### src/rtl/sort_frame_sequencer.sv
// sort_frame_sequencer
//   Frames one bubble-sort pass over shared memory. It loads N words from the
//   input stream into addresses 0..N-1, hands the memory to the sort
//   controller with a one-cycle start pulse and waits for its done. It then
//   takes the memory back and streams the sorted words out in address order.
//
// Ports
//   clk, rst                 clock, asynchronous active-low reset
//   in_valid/in_ready/in_data   input word stream
//   mem_grant                0: this block owns memory, 1: sort controller owns it
//   mem_addr/mem_wdata       memory address / write data
//   mem_write/mem_read       memory requests, held until mem_rdy
//   mem_rdata/mem_rdy        read data / request completion
//   sort_start/sort_done     sort controller handshake
//   out_valid/out_ready/out_data/out_last   sorted word stream
//   busy                     high whenever the sequencer is not IDLE
//
// State  | meaning
// -------+----------------------------------------------------------
// IDLE   | waiting for the first word of a frame
// ACCEPT | waiting for the next word of a partially loaded frame
// WR     | writing the captured word to mem[index]
// START  | memory handed to sort controller, start pulse
// SORT   | waiting for sort_done
// RD     | reading mem[index]
// OUT    | presenting the read word downstream

module sort_frame_sequencer #(
  parameter int DATA_W = 8,
  parameter int N      = 16,
  parameter int ADDR_W = 4
) (
  input  logic              clk,
  input  logic              rst,
  input  logic              in_valid,
  output logic              in_ready,
  input  logic [DATA_W-1:0] in_data,
  output logic              mem_grant,
  output logic [ADDR_W-1:0] mem_addr,
  output logic [DATA_W-1:0] mem_wdata,
  output logic              mem_write,
  output logic              mem_read,
  input  logic [DATA_W-1:0] mem_rdata,
  input  logic              mem_rdy,
  output logic              sort_start,
  input  logic              sort_done,
  output logic              out_valid,
  input  logic              out_ready,
  output logic [DATA_W-1:0] out_data,
  output logic              out_last,
  output logic              busy
);

  localparam logic [ADDR_W-1:0] LAST_IDX = ADDR_W'(N - 1);
  localparam logic [ADDR_W-1:0] IDX_ONE  = ADDR_W'(1);

  typedef enum logic [2:0] {
    S_IDLE,
    S_ACCEPT,
    S_WR,
    S_START,
    S_SORT,
    S_RD,
    S_OUT
  } state_t;

  state_t              state_q, state_d;
  logic [ADDR_W-1:0]   idx_q, idx_d;
  logic [DATA_W-1:0]   wdata_q, wdata_d;
  logic [DATA_W-1:0]   odata_q, odata_d;
  logic                olast_q, olast_d;

  always_ff @(posedge clk or negedge rst) begin
    if (!rst) begin
      state_q <= S_IDLE;
      idx_q   <= '0;
      wdata_q <= '0;
      odata_q <= '0;
      olast_q <= 1'b0;
    end else begin
      state_q <= state_d;
      idx_q   <= idx_d;
      wdata_q <= wdata_d;
      odata_q <= odata_d;
      olast_q <= olast_d;
    end
  end

  always_comb begin
    state_d    = state_q;
    idx_d      = idx_q;
    wdata_d    = wdata_q;
    odata_d    = odata_q;
    olast_d    = olast_q;
    in_ready   = 1'b0;
    mem_grant  = 1'b0;
    mem_addr   = '0;
    mem_wdata  = '0;
    mem_write  = 1'b0;
    mem_read   = 1'b0;
    sort_start = 1'b0;
    out_valid  = 1'b0;
    busy       = (state_q != S_IDLE);

    case (state_q)
      S_IDLE: begin
        // The register already sits in IDLE while reset is held, so in_ready
        // is qualified by rst to stay low for the whole reset window.
        in_ready = rst;
        idx_d    = '0;
        if (in_valid) begin
          wdata_d = in_data;
          state_d = S_WR;
        end
      end
      S_ACCEPT: begin
        in_ready = rst;
        if (in_valid) begin
          wdata_d = in_data;
          state_d = S_WR;
        end
      end
      S_WR: begin
        mem_write = 1'b1;
        mem_addr  = idx_q;
        mem_wdata = wdata_q;
        if (mem_rdy) begin
          if (idx_q == LAST_IDX) begin
            idx_d   = '0;
            state_d = S_START;
          end else begin
            idx_d   = idx_q + IDX_ONE;
            state_d = S_ACCEPT;
          end
        end
      end
      S_START: begin
        // sort_done is deliberately not looked at here.
        mem_grant  = 1'b1;
        sort_start = 1'b1;
        state_d    = S_SORT;
      end
      S_SORT: begin
        mem_grant = 1'b1;
        if (sort_done) begin
          state_d = S_RD;
        end
      end
      S_RD: begin
        mem_read = 1'b1;
        mem_addr = idx_q;
        if (mem_rdy) begin
          odata_d = mem_rdata;
          olast_d = (idx_q == LAST_IDX);
          state_d = S_OUT;
        end
      end
      S_OUT: begin
        out_valid = 1'b1;
        if (out_ready) begin
          if (olast_q) begin
            idx_d   = '0;
            state_d = S_IDLE;
          end else begin
            idx_d   = idx_q + IDX_ONE;
            state_d = S_RD;
          end
        end
      end
      default: begin
        state_d = S_IDLE;
        idx_d   = '0;
      end
    endcase
  end

  assign out_data = odata_q;
  assign out_last = olast_q;

endmodule

### config.mk
export PLATFORM = sky130hd
export DESIGN_NAME = sort_frame_sequencer
export DESIGN_NICKNAME = d
export VERILOG_FILES = /design/src/rtl/sort_frame_sequencer.sv
export SDC_FILE = /design/constraint.sdc
export NUM_CORES = 1
export LEC_CHECK = 0
export CAP_MARGIN = 20
export CORE_AREA = 10 10 66 68
export DETAILED_ROUTE_END_ITERATION = 12
export DIE_AREA = 0 0 76 78
export PLACE_DENSITY = 0.76
export SETUP_SLACK_MARGIN = 0.2
export SYNTH_ARGS = -nofsm -noshare
export SYNTH_HDL_FRONTEND = slang
export SYNTH_SLANG_ARGS = --single-unit
export TNS_END_PERCENT = 10
### constraint.sdc
create_clock -name clk -period 1.9 [get_ports clk]
set_input_delay 0.285 -clock clk [delete_from_list [all_inputs] [get_ports clk]]
set_output_delay 0.285 -clock clk [all_outputs]
set_load 0.05 [all_outputs]
==> results of run 1 <==
-- cell usage in the layout (no fill, tap or decap), types with 2 or more instances in the layout --
| cell | Yosys | final |
|---|---|---|
| mux2_2 | 17 | 17 |
| nor3_1 | 2 | 2 |
| nand4b_1 | 2 | 2 |
| nand3_1 | 3 | 3 |
| a31oi_1 | 2 | 2 |
| a21o_1 | 3 | 3 |
| a21oi_1 | 2 | 2 |
| nor2_4 | 1 | 2 |
| and2_1 | 15 | 6 |
| buf_6 | 0 | 4 |
| nand2_2 | 1 | 2 |
| nand2_1 | 6 | 5 |
| buf_12 | 0 | 18 |
| inv_1 | 2 | 2 |
| buf_4 | 2 | 9 |
| clkdlybuf4s50_1 | 0 | 28 |
| clkbuf_4 | 0 | 3 |
| buf_8 | 0 | 3 |
| and2_4 | 0 | 9 |
| nor2_1 | 5 | 4 |
| dfrtp_1 | 24 | 23 |
| nor2b_1 | 3 | 2 |
-- cell type report --
class	instances	share of cell area
inverter	2	0.00344
clock buffer	4	0.0166
multi-input combinational	80	0.308
timing repair buffer	63	0.370
sequential	24	0.276
tap	46	0.0264
-- cell families after synthesis --
group | after synthesis | synth area share
simple gates | 43 | 0.200
flops | 24 | 0.476
mux | 18 | 0.161
compound gates | 17 | 0.112
buf+inv | 8 | 0.0337
xor+xnor | 1 | 0.00695
fa+ha+maj | 1 | 0.00992
-- stage by stage --
stage | std cells | hold WS [ns]
final | 219 | 0.357
after global routing | 219 | 0.389
after CTS | 215 | 0.357
after detailed placement | 207 | 0.488
after global placement | 207 | 0.481
after floorplan | 112 | -0.0106
-- flip-flops by register name, summed over array words and instances, names as in the netlist --
register	cells
out_last	1
wdata_q	8
state_q	3
out_data	8
idx_q	4
-- power breakdown --
group	leakage (nW)	switching, mW	internal (mW)
combinational	0.628	1.39	1.27
sequential	0.295	0.152	0.734
clock	0.0210	0.145	0.117
total	0.945	1.69	2.12
-- layer usage --
layer / wire length [microns] / vias up / GRT usage
li1: - / 517 / -
met1: 1550 / 517 / 0.140
met2: 1800 / 26 / 0.199
met4: 21 / 0 / 0.0341
met5: 0 / - / 0
met3: 140 / 2 / 0.0265
-- what timing repair did --
item	4_1_cts	5_1_grt
gates resized for setup	14	14
endpoints found under the setup margin	25	33
cloned	0	1
pin swaps	1	4
hold endpoints to repair	0	0
buffers inserted	4	3
-- worst max-delay path by stage --
stage          cells past startpoint                   start                      to  slack, ns
2_1_floorplan                      4  state_q[0]$_DFFE_PN0P_             mem_addr[0]       0.04
3_3_place_gp                       3                in_valid  wdata_q[6]$_DFFE_PN0P_       0.27
3_5_place_dp                       4  state_q[1]$_DFFE_PN0P_  wdata_q[2]$_DFFE_PN0P_       0.25
4_1_cts                            4  state_q[0]$_DFFE_PN0P_                    busy       0.08
5_1_grt                            4  state_q[2]$_DFFE_PN0P_            mem_wdata[7]      -0.02
6_report                           4  state_q[0]$_DFFE_PN0P_                    busy       0.05
==> metrics.txt, run 1 <==
clk_skew 0.00740 ns; Worst Hold Class in2async; synth cell count leaders 24 x dfrtp_1, 17 x mux2_2, 15 x and2_1, 6 x nand2_1, 5 x nor2_1; DR pass1 iterations 4; Netlist cell types 35; Placement Setup Slack 0.253 ns; vias in the first global route 1136; Avg Inst Size Synth 11.3 sq um; Syn Nets 135; cells on worst reg2reg path 4; final worst setup slack 0.0472 ns; Crit Path Category reg2out; CP startpoint kind flip-flop; grt ovf 0; cell count after synthesis 112; final core utilization 0.687; H-Tree Depth 1; Root Buffer clkbuf_4; Post-DP HPWL roughly 2600 microns; Main synth FF type dfrtp_1; Routed Wire Length 3510 microns; TNS Setup 0 ns; CP Buf/Inv Count 3; Multi-input gate area 673 sq um; Cell Rows 21; starting DRC count in detailed routing 36; CTS sink cnt 24; share of cells above drive strength 1 0.445; Storage cell area 602 sq um; Die ar. 5930 sq um; max-cap viol count 0; initial antenna violation count 0; minimum clock period 1.85 ns; final hold vios 0; final setup fails 0; post-DR vias/cell 4.85; max incr delay on CP around 0.45 ns; nets@finish 197; Worst-path clk slew around 0.13 ns; Layout fillers 239; Layout area overhead 73.1%; die width 76 microns; pin count of the biggest net entering global routing 25; Syn. warnings 0; R2R Setup Slk 0.22 ns; sequential cell area fraction in the yosys report 0.476; Core ar. about 3200 sq um; top post-synthesis cells by area dfrtp_1 48%, mux2_2 15%, and2_1 7.4%, a21o_1 1.8%, nand2_1 1.8%; DRT antenna net count 0; type of destination of the critical path primary output; FF+latch count, synth 24; Worst path slowest cell dfrtp_1; cell area after synthesis 1260 sq um; r2r endpoint wdata_q[6]$_DFFE_PN0P_; Overall Power 3.81 mW; RSZ-0062 raised after global routing true; GRT Overall Usage 0.116; fin crit share 0.975; Final Max Slew Viols 0; post-synth top area share 0.476; Post-synth EDFFs 0; Peak Freq approximately 540 MHz; pwr dens 1750 nW/um^2; max_slew headroom 0.656; Worst Max-Slew Pin Slew 0.515 ns; reg2reg start state_q[1]$_DFFE_PN0P_; Num CTS Buffers 3; crit-path cells buf_6, buf_8, or3_4, buf_8; Routed wire per std cell approximately 16 microns; port bufs just under 50; post-placement cell area 2000 sq um; CTS tree done; number of diodes 0; Synth async-reset ratio 1.00; total number of vias 1062; leak pwr 0.945 nW; die height 78 microns; Ports 50; DRC errors left 0; Worst EP arrival roughly 1.6 ns; biggest area consumer among synthesized cells dfrtp_1; Longest Clk Path Bufs 2; routability cong. 0.877; hold buffer count at cts 0; Peak supply drop 0.000873 V; clock insertion delay at the later pin of the skew report a little over 0.3 ns; top-count cell post-synth dfrtp_1; crit-path max FO 11; Final Cell Area 2180 sq um; critical path's top delay family flip-flops; crit-path most repeated cell buf_8; Critical Path RT 1.62 ns; Initial Utilization 0.397; status finished, final reports clean; global-route wire length before repair 5810 microns
No activity file was read; power rests on OpenSTA's default activity.
==> inputs of run 2 (changes only) <==
--- a/config.mk
+++ b/config.mk
@@ -9,8 +9,10 @@
 export CORE_AREA = 10 10 66 68
 export DETAILED_ROUTE_END_ITERATION = 12
 export DIE_AREA = 0 0 76 78
+export HOLD_SLACK_MARGIN = 0.05
 export PLACE_DENSITY = 0.76
 export SETUP_SLACK_MARGIN = 0.2
+export SLEW_MARGIN = 20
 export SYNTH_ARGS = -nofsm -noshare
 export SYNTH_HDL_FRONTEND = slang
 export SYNTH_SLANG_ARGS = --single-unit
==> results of run 2 <==
Same layout as run 1: the final DEF is identical, and so are final timing and power.
